`src/rtl/hdmi_tx_link_ctrl_pkg.sv`:
```
// Shared types and sizing for the HDMI TX link controller: FSM state encoding,
// parameter defaults and counter-width helpers.
package hdmi_tx_link_ctrl_pkg;

    typedef enum logic [2:0] {
        ST_IDLE      = 3'd0,
        ST_WAIT_LOCK = 3'd1,
        ST_HOLD_RST  = 3'd2,
        ST_ALIGN     = 3'd3,
        ST_RUN       = 3'd4
    } link_state_e;

    localparam int DEF_DATA_WIDTH      = 96;
    localparam int DEF_LOCK_CYCLES     = 1024;
    localparam int DEF_RST_HOLD_CYCLES = 16;
    localparam int DEF_FRAME_TIMEOUT   = 4194304;
    localparam int STAT_CNT_W          = 16;

    // Width of a counter that runs 0 .. n-1 (never narrower than one bit).
    function automatic int cnt_width(input int n);
        return (n < 2) ? 1 : $clog2(n);
    endfunction

    localparam int LOCK_CNT_W = cnt_width(DEF_LOCK_CYCLES);
    localparam int HOLD_CNT_W = cnt_width(DEF_RST_HOLD_CYCLES);
    localparam int WD_CNT_W   = cnt_width(DEF_FRAME_TIMEOUT);

endpackage

```
`src/rtl/hdmi_lock_filter.sv`:
```
// Qualifies PLL lock and lane clock-stable: emits a one-cycle pulse once both
// have been continuously high for LOCK_CYCLES cycles. Any drop restarts the count.
module hdmi_lock_filter
    import hdmi_tx_link_ctrl_pkg::*;
#(
    parameter int LOCK_CYCLES = DEF_LOCK_CYCLES
) (
    input  logic clk,
    input  logic rst_n,
    input  logic clear,
    input  logic pll_lock,
    input  logic tx_clk_stable,
    output logic qualified
);

    localparam int CW = cnt_width(LOCK_CYCLES);
    localparam logic [CW-1:0] CNT_LAST = CW'(LOCK_CYCLES - 1);

    logic [CW-1:0] lock_cnt_reg;
    logic          locked;

    assign locked    = pll_lock & tx_clk_stable;
    // Pulse fires on the cycle the count would reach LOCK_CYCLES.
    assign qualified = locked & ~clear & (lock_cnt_reg == CNT_LAST);

    always_ff @(posedge clk) begin
        if (!rst_n) begin
            lock_cnt_reg <= '0;
        end else if (clear || !locked || qualified) begin
            lock_cnt_reg <= '0;
        end else begin
            lock_cnt_reg <= lock_cnt_reg + 1'b1;
        end
    end

endmodule

```
`src/rtl/hdmi_tx_link_ctrl.sv`:
```
// HDMI TX link bring-up controller: waits for qualified lock, holds the video
// pipe in reset, aligns the AXIS stream to start-of-frame, then passes it through.
module hdmi_tx_link_ctrl
    import hdmi_tx_link_ctrl_pkg::*;
#(
    parameter int DATA_WIDTH      = DEF_DATA_WIDTH,
    parameter int LOCK_CYCLES     = DEF_LOCK_CYCLES,
    parameter int RST_HOLD_CYCLES = DEF_RST_HOLD_CYCLES,
    parameter int FRAME_TIMEOUT   = DEF_FRAME_TIMEOUT
) (
    input  logic                  SYS_CLK_I,
    input  logic                  RESET_N_I,
    input  logic                  ENABLE_I,
    input  logic                  PLL_LOCK_I,
    input  logic                  TX_CLK_STABLE_I,
    input  logic [DATA_WIDTH-1:0] S_tdata,
    input  logic                  S_tlast,
    input  logic                  S_tuser,
    input  logic                  S_tvalid,
    output logic                  S_tready_O,
    output logic [DATA_WIDTH-1:0] M_tdata,
    output logic                  M_tlast,
    output logic                  M_tuser,
    output logic                  M_tvalid_O,
    input  logic                  M_tready,
    output logic                  PIPE_RESET_N_O,
    output logic                  LINK_UP_O,
    output logic [2:0]            STATE_O,
    output logic [STAT_CNT_W-1:0] RESYNC_CNT_O,
    output logic [STAT_CNT_W-1:0] FRAME_CNT_O
);

    localparam int HW = cnt_width(RST_HOLD_CYCLES);
    localparam int WW = cnt_width(FRAME_TIMEOUT);
    localparam logic [HW-1:0] HOLD_LAST = HW'(RST_HOLD_CYCLES - 1);
    localparam logic [WW-1:0] WD_LAST   = WW'(FRAME_TIMEOUT - 1);

    link_state_e           state_reg, state_next;
    logic [HW-1:0]         hold_cnt_reg;
    logic [WW-1:0]         wd_cnt_reg;
    logic [STAT_CNT_W-1:0] resync_cnt_reg;
    logic [STAT_CNT_W-1:0] frame_cnt_reg;
    logic                  pipe_rst_n_reg;
    logic                  link_up_reg;
    logic                  resync_inc;
    logic                  locks_ok;
    logic                  lock_qual;
    logic                  sof_hs;

    assign locks_ok = PLL_LOCK_I & TX_CLK_STABLE_I;

    hdmi_lock_filter #(
        .LOCK_CYCLES (LOCK_CYCLES)
    ) u_lock_filter (
        .clk           (SYS_CLK_I),
        .rst_n         (RESET_N_I),
        .clear         (state_reg != ST_WAIT_LOCK),
        .pll_lock      (PLL_LOCK_I),
        .tx_clk_stable (TX_CLK_STABLE_I),
        .qualified     (lock_qual)
    );

    // Sideband is a zero-latency wire; only valid/ready are gated by state.
    assign M_tdata = S_tdata;
    assign M_tlast = S_tlast;
    assign M_tuser = S_tuser;

    always_comb begin
        S_tready_O = 1'b0;
        M_tvalid_O = 1'b0;
        case (state_reg)
            ST_ALIGN: begin
                if (S_tuser) begin
                    M_tvalid_O = S_tvalid;
                    S_tready_O = M_tready;
                end else begin
                    S_tready_O = 1'b1;
                end
            end
            ST_RUN: begin
                M_tvalid_O = S_tvalid;
                S_tready_O = M_tready;
            end
            default: ;
        endcase
    end

    assign sof_hs = M_tvalid_O & M_tready & S_tuser;

    always_comb begin
        state_next = state_reg;
        resync_inc = 1'b0;
        if (state_reg != ST_IDLE && !ENABLE_I) begin
            state_next = ST_IDLE;
        end else begin
            case (state_reg)
                ST_IDLE:      if (ENABLE_I) state_next = ST_WAIT_LOCK;
                ST_WAIT_LOCK: if (lock_qual) state_next = ST_HOLD_RST;
                ST_HOLD_RST: begin
                    if (!locks_ok)                    state_next = ST_WAIT_LOCK;
                    else if (hold_cnt_reg == HOLD_LAST) state_next = ST_ALIGN;
                end
                ST_ALIGN: begin
                    if (!locks_ok)   state_next = ST_WAIT_LOCK;
                    else if (sof_hs) state_next = ST_RUN;
                end
                ST_RUN: begin
                    // A SOF landing on the timeout cycle rescues the frame.
                    if (!locks_ok) begin
                        state_next = ST_WAIT_LOCK;
                        resync_inc = 1'b1;
                    end else if (wd_cnt_reg == WD_LAST && !sof_hs) begin
                        state_next = ST_ALIGN;
                        resync_inc = 1'b1;
                    end
                end
                default: state_next = ST_IDLE;
            endcase
        end
    end

    always_ff @(posedge SYS_CLK_I) begin
        if (!RESET_N_I) begin
            state_reg      <= ST_IDLE;
            hold_cnt_reg   <= '0;
            wd_cnt_reg     <= '0;
            resync_cnt_reg <= '0;
            frame_cnt_reg  <= '0;
            pipe_rst_n_reg <= 1'b0;
            link_up_reg    <= 1'b0;
        end else begin
            state_reg      <= state_next;
            pipe_rst_n_reg <= (state_next == ST_ALIGN) || (state_next == ST_RUN);
            link_up_reg    <= (state_next == ST_RUN);
            hold_cnt_reg   <= (state_reg == ST_HOLD_RST && state_next == ST_HOLD_RST)
                              ? hold_cnt_reg + 1'b1 : '0;
            wd_cnt_reg     <= (state_reg == ST_RUN && state_next == ST_RUN && !sof_hs)
                              ? wd_cnt_reg + 1'b1 : '0;
            if (sof_hs) begin
                frame_cnt_reg <= frame_cnt_reg + 1'b1;
            end
            if (resync_inc && resync_cnt_reg != {STAT_CNT_W{1'b1}}) begin
                resync_cnt_reg <= resync_cnt_reg + 1'b1;
            end
        end
    end

    assign STATE_O        = state_reg;
    assign PIPE_RESET_N_O = pipe_rst_n_reg;
    assign LINK_UP_O      = link_up_reg;
    assign RESYNC_CNT_O   = resync_cnt_reg;
    assign FRAME_CNT_O    = frame_cnt_reg;

endmodule

```
`config.mk`:
```
export PLATFORM = sky130hd
export DESIGN_NAME = hdmi_tx_link_ctrl
export DESIGN_NICKNAME = d
export VERILOG_FILES = /design/src/rtl/hdmi_tx_link_ctrl_pkg.sv /design/src/rtl/hdmi_lock_filter.sv /design/src/rtl/hdmi_tx_link_ctrl.sv
export SDC_FILE = /design/constraint.sdc
export NUM_CORES = 1
export LEC_CHECK = 0
export BUFFER_PORTS_ARGS = -buffer_cell sky130_fd_sc_hd__buf_2
export CAP_MARGIN = 20
export CORE_MARGIN = 8
export CORE_UTILIZATION = 40
export CTS_CLUSTER_DIAMETER = 40
export DETAILED_ROUTE_END_ITERATION = 6
export PLACE_DENSITY = 0.78
export SYNTH_ARGS = -nofsm -noshare
export SYNTH_HDL_FRONTEND = slang
export SYNTH_SLANG_ARGS = --single-unit
```
`constraint.sdc`:
```
create_clock -name SYS_CLK_I -period 2.28 [get_ports SYS_CLK_I]
set_input_delay 0.228 -clock SYS_CLK_I [delete_from_list [all_inputs] [get_ports SYS_CLK_I]]
set_output_delay 0.228 -clock SYS_CLK_I [all_outputs]
set_load 0.005 [all_outputs]
```
==> results of run 1 <==
[final cells by class]
cell class / instances / area, µm²
clock buffer: 12 / 165
clock inverter: 3 / 15.0
fill: 968 / 5700
inverter: 12 / 45.0
multi-input combinational: 285 / 1760
sequential: 73 / 1470
tap: 133 / 166
timing repair buffer: 75 / 449
[worst max-delay path: stages, from the launching register on]
cell and delay, ns:
dfxtp_4 0.37, ha_4 0.15, nand3_4 0.07, nor4_4 0.33, nand4_2 0.20, a211o_4 0.40
buf_6 0.15, or3_1 0.34, a21oi_1 0.15
[logic make-up (layout without fill, tap and decap cells)]
| group | after synthesis | count (layout) | synth area share, % |
|---|---|---|---|
| buffers and inverters | 120 | 102 | 20.6 |
| DFF | 73 | 73 | 36.4 |
| AOI/OAI and AO/OA | 43 | 44 | 6.60 |
| adders and majority gates | 6 | 6 | 1.81 |
| xor gates and xnor gates | 46 | 46 | 10.0 |
| muxes | 3 | 3 | 0.747 |
| and+or+nand+nor | 186 | 186 | 23.9 |
[layer usage]
layer  wire length (µm)  vias up
met5                  0        -
met4                469        0
met3                810       56
met2               4500      129
met1               3230     1439
li1                   -     1472
[cell usage after synthesis, types with 8 or more instances]
master,instances,area share [%]
buf_4,98,18
dfxtp_1,73,36
nor2_1,62,5.8
xor2_1,30,6.5
nand2_1,28,2.6
nand3_1,27,3.4
a21oi_1,16,2.0
nand4_1,16,2.5
xnor2_1,16,3.5
and3_1,11,1.7
inv_1,11,1.0
o21ai_0,10,1.2
clkbuf_1,8,0.75
[how the worst max path moves through the flow]
stage,startpoint,endpoint,slack [ns],cells past startpoint
finish,wd_cnt_reg[1],RESYNC_CNT_O[3],0.06,8
global route,wd_cnt_reg[1],RESYNC_CNT_O[3],-0.02,8
CTS,wd_cnt_reg[1],RESYNC_CNT_O[3],0.02,8
detailed placement,wd_cnt_reg[1],RESYNC_CNT_O[3],-0.02,8
global placement,wd_cnt_reg[1],RESYNC_CNT_O[3],0.08,8
floorplan,wd_cnt_reg[0],RESYNC_CNT_O[10],0.09,9
[power by group through the flow]
stage	Clock, mW	Combinational [mW]	Sequential (mW)
3_5_place_dp	0	0.0567	1.31
2_1_floorplan	0	0.165	1.31
3_3_place_gp	0	0.0556	1.31
6_report	0.937	0.0574	1.28
4_1_cts	0.969	0.0572	1.28
5_1_grt	1.03	0.0626	1.28
[timing repair]
action                                  in CTS  in global routing
pin swaps                                    0                  3
hold endpoints to repair                     0                  0
resized for setup                            2                  7
gates cloned                                 0                  1
buffers inserted                             0                  4
endpoints found under the setup margin       4                  8
==> summary.md, run 1 <==
| Metric | Value |
|---|---|
| Status | `completed` |
| Setup TNS | `0 ns` |
| Initial core utilization | `41.1%` |
| Antenna Violating Nets Remaining | `0` |
| Worst hold path endpoint | `u_lock_filter.lock_cnt_reg[6]` |
| Post-CTS Hold Fix Bufs | `0` |
| Finished Core Util | `41.7%` |
| Comb pwr share | `2.5%` |
| Synthesized cell area | `4020 µm²` |
| Global route total overflow | `0` |
| Peak VDD IR | `0.233 mV` |
| Drt total wl | `9.01 mm` |
| Initial antenna violation count | `0` |
| Static leakage | `1.55 nW` |
| DR pass1 iterations | `4` |
| Seq pwr share | `56.2%` |
| Gr busiest metal | `met2` |
| Placed Instances | `573` |
| Clock share of power | `41.3%` |
| Max_cap viols | `0` |
| DRC viols | `0` |
| Vias/cell | `5.22` |
| Distinct cells, synth | `45` |
| Final Max Slew Viols | `0` |
| Seq/Total Area, Yosys | `36.4%` |
| Seq cells post-synth | `73` |
| Net count after synthesis | `587` |
| Critical R2R Launch | `wd_cnt_reg[1]` |
| Pwr per Cell Area | `558 nW/µm²` |
| Clock skew | `0.0106 ns` |
| Routed via count | `3,096` |
| Clk slew on worst S/H paths | `0.07 ns` |
| Final WS setup | `0.0584 ns` |
| Switching pwr | `0.503 mW` |
| Nets@finish | `566` |
| Post-Syn Instances | `477` |
| TritonCTS buffer count | `9` |
| Reg2reg path depth | `8` |
| Actual slew at the worst max-slew pin | `0.636 ns` |
| GR Util met2 | `22.5%` |
| Finished Cell Area | `4070 µm²` |
| Top FF cell, synth | `dfxtp_1` |
| RR Endpoint | `RESYNC_CNT_O[3]` |
| Most frequent cells in the layout | `dfxtp_1 (71), nor2_1 (62), buf_2 (47), xor2_1 (30), nand2_1 (28)` |
| Row count | `36` |
| Iteration-0 DRC Markers | `220` |
| F_max | `450 MHz` |
| CTS tree | `built` |
| First-pass GRT wire length | `14.1 mm` |
| # diodes | `0` |
| Met1 Use GR | `12.4%` |
| Final GP Congestion | `0.821` |
| Area grow syn2layout | `1.34%` |
| Critical path required time | `2.56 ns` |
| Period utilization | `97.4%` |
| Crit path time final | `2.22 ns` |
| Post-DP HPWL | `6.87 mm` |
| # H-tree levels | `3` |
| Power, Total | `2.27 mW` |
| Clock Sinks | `73` |
| Vias in the first global route | `2,994` |
| Final Setup Violations | `0` |
| Max clock buf depth | `2` |
| WL per Instance | `15.2 µm` |
| Ys Warns | `0` |
| Syn avg cell area | `8.42 µm²` |
| Worst min path class | `in -> reg` |
| Final Hold Fails | `0` |
| Arrival time at the worst endpoint | `2.51 ns` |
| Die width | `116 µm` |
| Core area | `9770 µm²` |
| Switching Fraction | `22.1%` |
| Hold Path Origin | `TX_CLK_STABLE_I` |
| Hold Crit Depth | `3` |
| Crit-path max FO | `13` |
| Crit. End Element | `register` |
| Largest register FFs | `22` |
| Die height | `116 µm` |
| Kind of critical path | `reg -> reg` |
| Clk root buf | `clkbuf_8` |
| Largest net degree at the start of global routing | `28` |
| Max-slew headroom | `57.2%` |
| # IOs | `242` |
| Most common cell after layout, fill and taps aside | `dfxtp_1` |
| Die area | `13,500 µm²` |
| Crit path launch type | `register` |
| Met3 Use GR | `5.58%` |
| Final Non-Filler Cells | `593` |
| Number of flops mapped to enable cells by yosys | `0` |
| Hold Slack | `0.240 ns` |
| Reg2reg setup slack | `0.06 ns` |
| GRT Resource Usage Total | `13.2%` |
| Dpl ws | `-0.0187 ns` |
| Dpl cell area | `3820 µm²` |
| Ys async rst share | `0%` |
| # port buffers | `47` |
| Clk_lat worst skew | `0.36 ns` |
| Layout cells sized above 1 | `22.4%` |
| Internal power | `1.77 mW` |
No activity file was read; power rests on OpenSTA's default activity.
==> inputs of run 2 (changes only) <==
REMOVE_ABC_BUFFERS = 1   (was default)
==> run 2 against run 1 <==
Compared with the run above:
- sequential share of layout area down 0.33 points
- maximum frequency up 3.2%
- setup slack improved by 0.069 ns
- die area unchanged
- design area grew 0.58%
- sequential cell count is the same
- via count is 5.3% higher
- clock skew grew 0.0050 ns
- critical path depth decreased by 1
- worst hold slack improved by 0.00076 ns
- combinational power is 12% higher
==> summary.md, run 2 (same netlist as run 1, synthesis figures left out) <==
| Metric | Value |
|---|---|
| Kind of critical path | `reg -> reg (unchanged)` |
| Die height | `116 µm (unchanged)` |
| Crit path time final | `2.15 ns (was 2.22 ns)` |
| RR Endpoint | `RESYNC_CNT_O[14] (was RESYNC_CNT_O[3])` |
| Pwr per Cell Area | `552 nW/µm² (was 558 nW/µm²)` |
| Dpl cell area | `3840 µm² (was 3820 µm²)` |
| Clk_lat worst skew | `0.35 ns (was 0.36 ns)` |
| Drt total wl | `20.1 mm (was 9.01 mm)` |
| Peak VDD IR | `0.227 mV (was 0.233 mV)` |
| Static leakage | `1.56 nW (was 1.55 nW)` |
| Status | `completed (unchanged)` |
| Global route total overflow | `0 (unchanged)` |
| Initial antenna violation count | `0 (unchanged)` |
| Final Max Slew Viols | `0 (unchanged)` |
| Clk slew on worst S/H paths | `0.09 ns (was 0.07 ns)` |
| Crit path max-delay cell type | `a211o_2 (was a211o_4)` |
| Antenna Violating Nets Remaining | `0 (unchanged)` |
| Clock skew | `0.0156 ns (was 0.0106 ns)` |
| Finished Cell Area | `4100 µm² (was 4070 µm²)` |
| Crit-path max FO | `6 (was 13)` |
| Final Hold Fails | `0 (unchanged)` |
| Critical path required time | `2.57 ns (was 2.56 ns)` |
| DR pass1 iterations | `4 (unchanged)` |
| # diodes | `0 (unchanged)` |
| Nets@finish | `568 (was 566)` |
| Actual slew at the worst max-slew pin | `0.450 ns (was 0.636 ns)` |
| Layout cells sized above 1 | `23.1% (was 22.4%)` |
| GRT Resource Usage Total | `29.5% (was 13.2%)` |
| Routed via count | `3,260 (was 3,096)` |
| Core area | `9770 µm² (unchanged)` |
| Reg2reg path depth | `7 (was 8)` |
| Clock Sinks | `73 (unchanged)` |
| Switching Fraction | `24.8% (was 22.1%)` |
| Final Non-Filler Cells | `596 (was 593)` |
| Row count | `36 (unchanged)` |
| Die width | `116 µm (unchanged)` |
| Reg2reg setup slack | `0.13 ns (was 0.06 ns)` |
| Worst hold path endpoint | `u_lock_filter.lock_cnt_reg[4] (was u_lock_filter.lock_cnt_reg[6])` |
| # H-tree levels | `3 (unchanged)` |
| Max clock buf depth | `2 (unchanged)` |
| Vias in the first global route | `3,194 (was 2,994)` |
| Area grow syn2layout | `1.93% (was 1.34%)` |
| Slowest cell delay on critical path | `0.38 ns (was 0.40 ns)` |
| # IOs | `242 (unchanged)` |
| Final Setup Violations | `0 (unchanged)` |
| Hold Crit Depth | `3 (unchanged)` |
| Worst min path class | `in -> reg (unchanged)` |
| Crit path launch type | `register (unchanged)` |
| Initial core utilization | `41.1% (unchanged)` |
| Arrival time at the worst endpoint | `2.44 ns (was 2.51 ns)` |
| Final GP Congestion | `1.02 (was 0.821)` |
| Comb pwr share | `2.9% (was 2.5%)` |
| Die area | `13,500 µm² (unchanged)` |
| Hold Path Origin | `TX_CLK_STABLE_I (unchanged)` |
| Placed Instances | `575 (was 573)` |
| Clk root buf | `clkbuf_8 (unchanged)` |
| Critical R2R Launch | `wd_cnt_reg[7] (was wd_cnt_reg[1])` |
| Post-DP HPWL | `17.5 mm (was 6.87 mm)` |
| Switching pwr | `0.560 mW (was 0.503 mW)` |
| Setup TNS | `0 ns (unchanged)` |
| F_max | `464 MHz (was 450 MHz)` |
| Iteration-0 DRC Markers | `246 (was 220)` |
| Clock share of power | `40.6% (was 41.3%)` |
| # port buffers | `47 (unchanged)` |
| Most frequent cells in the layout | `dfxtp_1 (73), nor2_1 (62), buf_2 (47), xor2_1 (30), buf_4 (29) (was dfxtp_1 (71), nor2_1 (62), buf_2 (47), xor2_1 (30), nand2_1 (28))` |
| TritonCTS buffer count | `9 (unchanged)` |
| Worst path bufs/invs | `1 (unchanged)` |
| Max-slew headroom | `70.0% (was 57.2%)` |
| Most common cell after layout, fill and taps aside | `dfxtp_1 (unchanged)` |
| Period utilization | `94.4% (was 97.4%)` |
| DRC viols | `0 (unchanged)` |
| Largest register FFs | `22 (unchanged)` |
| Post-CTS Hold Fix Bufs | `0 (unchanged)` |
| Max_cap viols | `0 (unchanged)` |
| Seq pwr share | `56.5% (was 56.2%)` |
| First-pass GRT wire length | `26.3 mm (was 14.1 mm)` |
| Crit. End Element | `register (unchanged)` |
| Vias/cell | `5.47 (was 5.22)` |
| Internal power | `1.70 mW (was 1.77 mW)` |
| CTS tree | `built (unchanged)` |
| Worst path cell trace | `nand4_1, nor4_4, nand4_2, buf_4, a211o_2, or3_1, a21oi_1 (was ha_4, nand3_4, nor4_4, nand4_2, a211o_4, buf_6, or3_1, a21oi_1)` |
| Crit path max-delay family | `simple AND/OR/NAND/NOR gates (unchanged)` |
| WL per Instance | `33.7 µm (was 15.2 µm)` |
| Largest net degree at the start of global routing | `23 (was 28)` |
==> run 2: cell count changes in the layout (fill, tap and decap cells not counted), moves of 2 or more <==
cell,delta
buf_4,+2
clkbuf_8,-3
clkinv_4,+2
dfxtp_1,+2
==> run 2: layout make-up <==
cell class	count	area [µm²]
repair buffers	77	473
fillers	972	5680
well taps	133	166
flip-flops and latches	73	1460
clock inverters	6	43.8
inverters	12	45.0
multi-input cells	285	1780
clock buffers	10	128
==> run 2: timing repair <==
action | 4_1_cts | 5_1_grt
resized for setup | 2 | 6
setup endpoints to repair | 9 | 12
gates cloned | 0 | 1
pin swaps | 1 | 5
buffers inserted | 0 | 4
==> run 2: routing by layer <==
| layer | global-route usage, % | part of all wire, % | wire [µm] |
|---|---|---|---|
| met1 | 18.3 | 23 | 4560 |
| met2 | 44.8 | 43 | 8680 |
| met3 | 35.7 | 26 | 5290 |
| met4 | 21.9 | 7.6 | 1520 |
| met5 | 5.08 | 0.22 | 44 |
==> run 2: worst max-delay path by stage <==
stage | startpoint | endpoint | cells past startpoint
floorplan | wd_cnt_reg[0] | RESYNC_CNT_O[11] | 7
global placement | wd_cnt_reg[0] | RESYNC_CNT_O[3] | 8
detailed placement | wd_cnt_reg[0] | RESYNC_CNT_O[7] | 7
CTS | wd_cnt_reg[0] | RESYNC_CNT_O[7] | 7
global route | wd_cnt_reg[9] | RESYNC_CNT_O[13] | 7
finish | wd_cnt_reg[7] | RESYNC_CNT_O[14] | 7
==> run 2: power by group through the flow <==
| stage | sequential (mW) | combinational, mW | clock (mW) |
|---|---|---|---|
| CTS | 1.28 | 0.0545 | 0.930 |
| finish | 1.28 | 0.0645 | 0.918 |
| global route | 1.28 | 0.0695 | 0.992 |
| floorplan | 1.31 | 0.0229 | 0 |
| global placement | 1.31 | 0.0527 | 0 |
| detailed placement | 1.31 | 0.0541 | 0 |
==> run 2: worst reg2reg max path, cell delays in order (launching register included) <==
cell	delay, ns
dfxtp_1	0.35
nand4_1	0.21
nor4_4	0.30
nand4_2	0.18
buf_4	0.19
a211o_2	0.38
or3_1	0.35
a21oi_1	0.15
==> run 2: stage by stage <==
step	hold WS, ns	setup slack (ns)	utilization (%)	total power, mW
after global placement	0.428	0.0342	39.3	1.36
after detailed placement	0.441	-0.0777	39.3	1.36
after CTS	0.229	0.00565	41.2	2.26
after global routing	0.246	-0.0169	41.9	2.34
final	0.240	0.127	41.9	2.26
after floorplan	0.346	-0.191	-	1.33
==> inputs of run 3 (changes only) <==
CORE_UTILIZATION = 41   (was 40)
CTS_BUF_LIST = sky130_fd_sc_hd__clkbuf_4   (was default)
PLACE_DENSITY = 0.8   (was 0.78)
==> run 3 against run 2 <==
Compared with the run above:
- clock skew is 0.012 ns higher
- maximum frequency fell by 1.6%
- core utilization up 0.29 points
- die area shrank 2.1%
- sequential share of layout area increased by 0.35 points
- first-iteration DRC count down 12%
- setup slack lost 0.035 ns
- largest cell class unchanged
- largest power group unchanged
- highest routed layer unchanged
==> summary.md, run 3 (same netlist as run 1, synthesis figures left out) <==
| Metric | Value |
|---|---|
| Finished Cell Area | `4070 µm² (was 4100 µm²)` |
| Crit. End Element | `register (unchanged)` |
| DRC viols | `0 (unchanged)` |
| Arrival time at the worst endpoint | `2.56 ns (was 2.44 ns)` |
| Hold Slack | `0.105 ns (was 0.240 ns)` |
| Layout cells sized above 1 | `22.8% (was 23.1%)` |
| # H-tree levels | `3 (unchanged)` |
| Worst min path class | `in -> reg (unchanged)` |
| DR pass1 iterations | `4 (unchanged)` |
| Final Max Slew Viols | `0 (unchanged)` |
| Largest net degree at the start of global routing | `23 (unchanged)` |
| Largest register FFs | `22 (unchanged)` |
| Drt total wl | `19.9 mm (was 20.1 mm)` |
| Static leakage | `1.55 nW (was 1.56 nW)` |
| Dpl ws | `-0.00358 ns (was -0.0777 ns)` |
| Final Non-Filler Cells | `593 (was 596)` |
| Area grow syn2layout | `1.21% (was 1.93%)` |
| Nets@finish | `565 (was 568)` |
| Most frequent cells in the layout | `dfxtp_1 (70), nor2_1 (62), buf_2 (47), xor2_1 (30), nand2_1 (28) (was dfxtp_1 (73), nor2_1 (62), buf_2 (47), xor2_1 (30), buf_4 (29))` |
| # diodes | `0 (unchanged)` |
| Max clock buf depth | `2 (unchanged)` |
| FF+latch area | `1470 µm² (was 1460 µm²)` |
| # IOs | `242 (unchanged)` |
| Die height | `115 µm (was 116 µm)` |
| Clk_lat worst skew | `0.44 ns (was 0.35 ns)` |
| Final WS setup | `0.0921 ns (was 0.127 ns)` |
| GRT Resource Usage Total | `29.6% (was 29.5%)` |
| CTS tree | `built (unchanged)` |
| Global route total overflow | `0 (unchanged)` |
| Period utilization | `96.0% (was 94.4%)` |
| Iteration-0 DRC Markers | `216 (was 246)` |
| F_max | `457 MHz (was 464 MHz)` |
| Pwr per Cell Area | `591 nW/µm² (was 552 nW/µm²)` |
| Kind of critical path | `reg -> reg (unchanged)` |
| Final GP Congestion | `1.01 (was 1.02)` |
| Routed via count | `3,242 (was 3,260)` |
| Row count | `36 (unchanged)` |
| Final Hold Fails | `0 (unchanged)` |
| Critical path origin | `wd_cnt_reg[9] (was wd_cnt_reg[7])` |
| Placed Instances | `574 (was 575)` |
| Initial antenna violation count | `0 (unchanged)` |
| First-pass GRT wire length | `25.5 mm (was 26.3 mm)` |
| Peak VDD IR | `0.253 mV (was 0.227 mV)` |
| Initial core utilization | `41.7% (was 41.1%)` |
| Clk root buf | `clkbuf_4 (was clkbuf_8)` |
| # port buffers | `47 (unchanged)` |
| Max-slew headroom | `59.8% (was 70.0%)` |
| Clk slew on worst S/H paths | `0.13 ns (was 0.09 ns)` |
| Dpl cell area | `3820 µm² (was 3840 µm²)` |
| Vias/cell | `5.47 (about the same)` |
| Footprint of the multi-input gates | `1760 µm² (was 1780 µm²)` |
| Crit path launch type | `register (unchanged)` |
| Core area | `9640 µm² (was 9770 µm²)` |
| Setup TNS | `0 ns (unchanged)` |
| Crit-path max FO | `8 (was 6)` |
| Status | `completed (unchanged)` |
| Critical path required time | `2.65 ns (was 2.57 ns)` |
| Die area | `13,200 µm² (was 13,500 µm²)` |
| Hold Path Origin | `RESET_N_I (was TX_CLK_STABLE_I)` |
| Clock skew | `0.0276 ns (was 0.0156 ns)` |
| Final Setup Violations | `0 (unchanged)` |
| Most common cell after layout, fill and taps aside | `dfxtp_1 (unchanged)` |
| Clock Sinks | `73 (unchanged)` |
| Actual slew at the worst max-slew pin | `0.597 ns (was 0.450 ns)` |
| FILL cells | `958 (was 972)` |
| Vias in the first global route | `3,106 (was 3,194)` |
| Post-DP HPWL | `17.4 mm (was 17.5 mm)` |
| TritonCTS buffer count | `9 (unchanged)` |
| Critical R2R Launch | `wd_cnt_reg[9] (was wd_cnt_reg[7])` |
| Max_cap viols | `0 (unchanged)` |
| Die width | `115 µm (was 116 µm)` |
| Antenna Violating Nets Remaining | `0 (unchanged)` |
| WL per Instance | `33.6 µm (was 33.7 µm)` |
| Crit path time final | `2.19 ns (was 2.15 ns)` |
run 3: cell count changes in the layout (fill, tap and decap cells not counted), moves of 2 or more:
cell	previous run	this run
buf_4	29	27
clkbuf_8	9	0
bufinv_16	0	3
clkinv_2	2	0
dfxtp_2	0	3
clkbuf_4	0	9
dfxtp_1	73	70
run 3: power breakdown:
part / switching [mW] / internal [mW] / leakage [nW]
clock: 0.503 / 0.564 / 0.0971
sequential: 0.00171 / 1.28 / 0.589
combinational: 0.0354 / 0.0205 / 0.859
run 3: metrics by stage:
stage	power, mW	utilization, %
2_1_floorplan	1.33	-
3_3_place_gp	1.36	39.7
3_5_place_dp	1.36	39.7
4_1_cts	2.41	41.8
5_1_grt	2.48	42.2
6_report	2.40	42.2
run 3: path summary, 6_finish.rpt:
check / to / cells after the start / slack [ns]
worst max-delay path: RESYNC_CNT_O[9] / 6 / 0.09
worst min-delay path: STATE_O[0] / 2 / 0.11
worst max register to register: RESYNC_CNT_O[9] / 6 / 0.09
worst min register to register: hold_cnt_reg[0] / 1 / 0.47
run 3: worst max-delay path, stage by stage, from the launching register on:
cell and delay (ns):
dfxtp_1 0.40, nand3_1 0.19, nor4_4 0.32, nand4_2 0.20, a211o_4 0.40, or4_1 0.48
a21oi_1 0.15
run 3: cell type report:
| cell class | instances | share of cell area, % |
|---|---|---|
| multi-input cells | 285 | 43.3 |
| flip-flops and latches | 73 | 36.0 |
| repair buffers | 74 | 10.8 |
| well taps | 133 | 4.09 |
| clock inverters | 7 | 3.05 |
| clock buffers | 9 | 1.66 |
| inverters | 12 | 1.11 |
run 3: timing repair:
action,in CTS,in global routing
gates cloned,0,1
setup buffers,0,2
resized for setup,2,6
hold endpoints to repair,0,0
setup endpoints to repair,7,11
pin swaps,0,4
hold buffers,0,0
run 3: layer usage:
layer	track usage [%]	part of all wire (%)	vias up
li1	-	-	1481
met2	46.0	44	215
met1	19.8	24	1499
met3	33.6	24	45
met4	19.2	7.2	2
met5	3.52	0.27	-
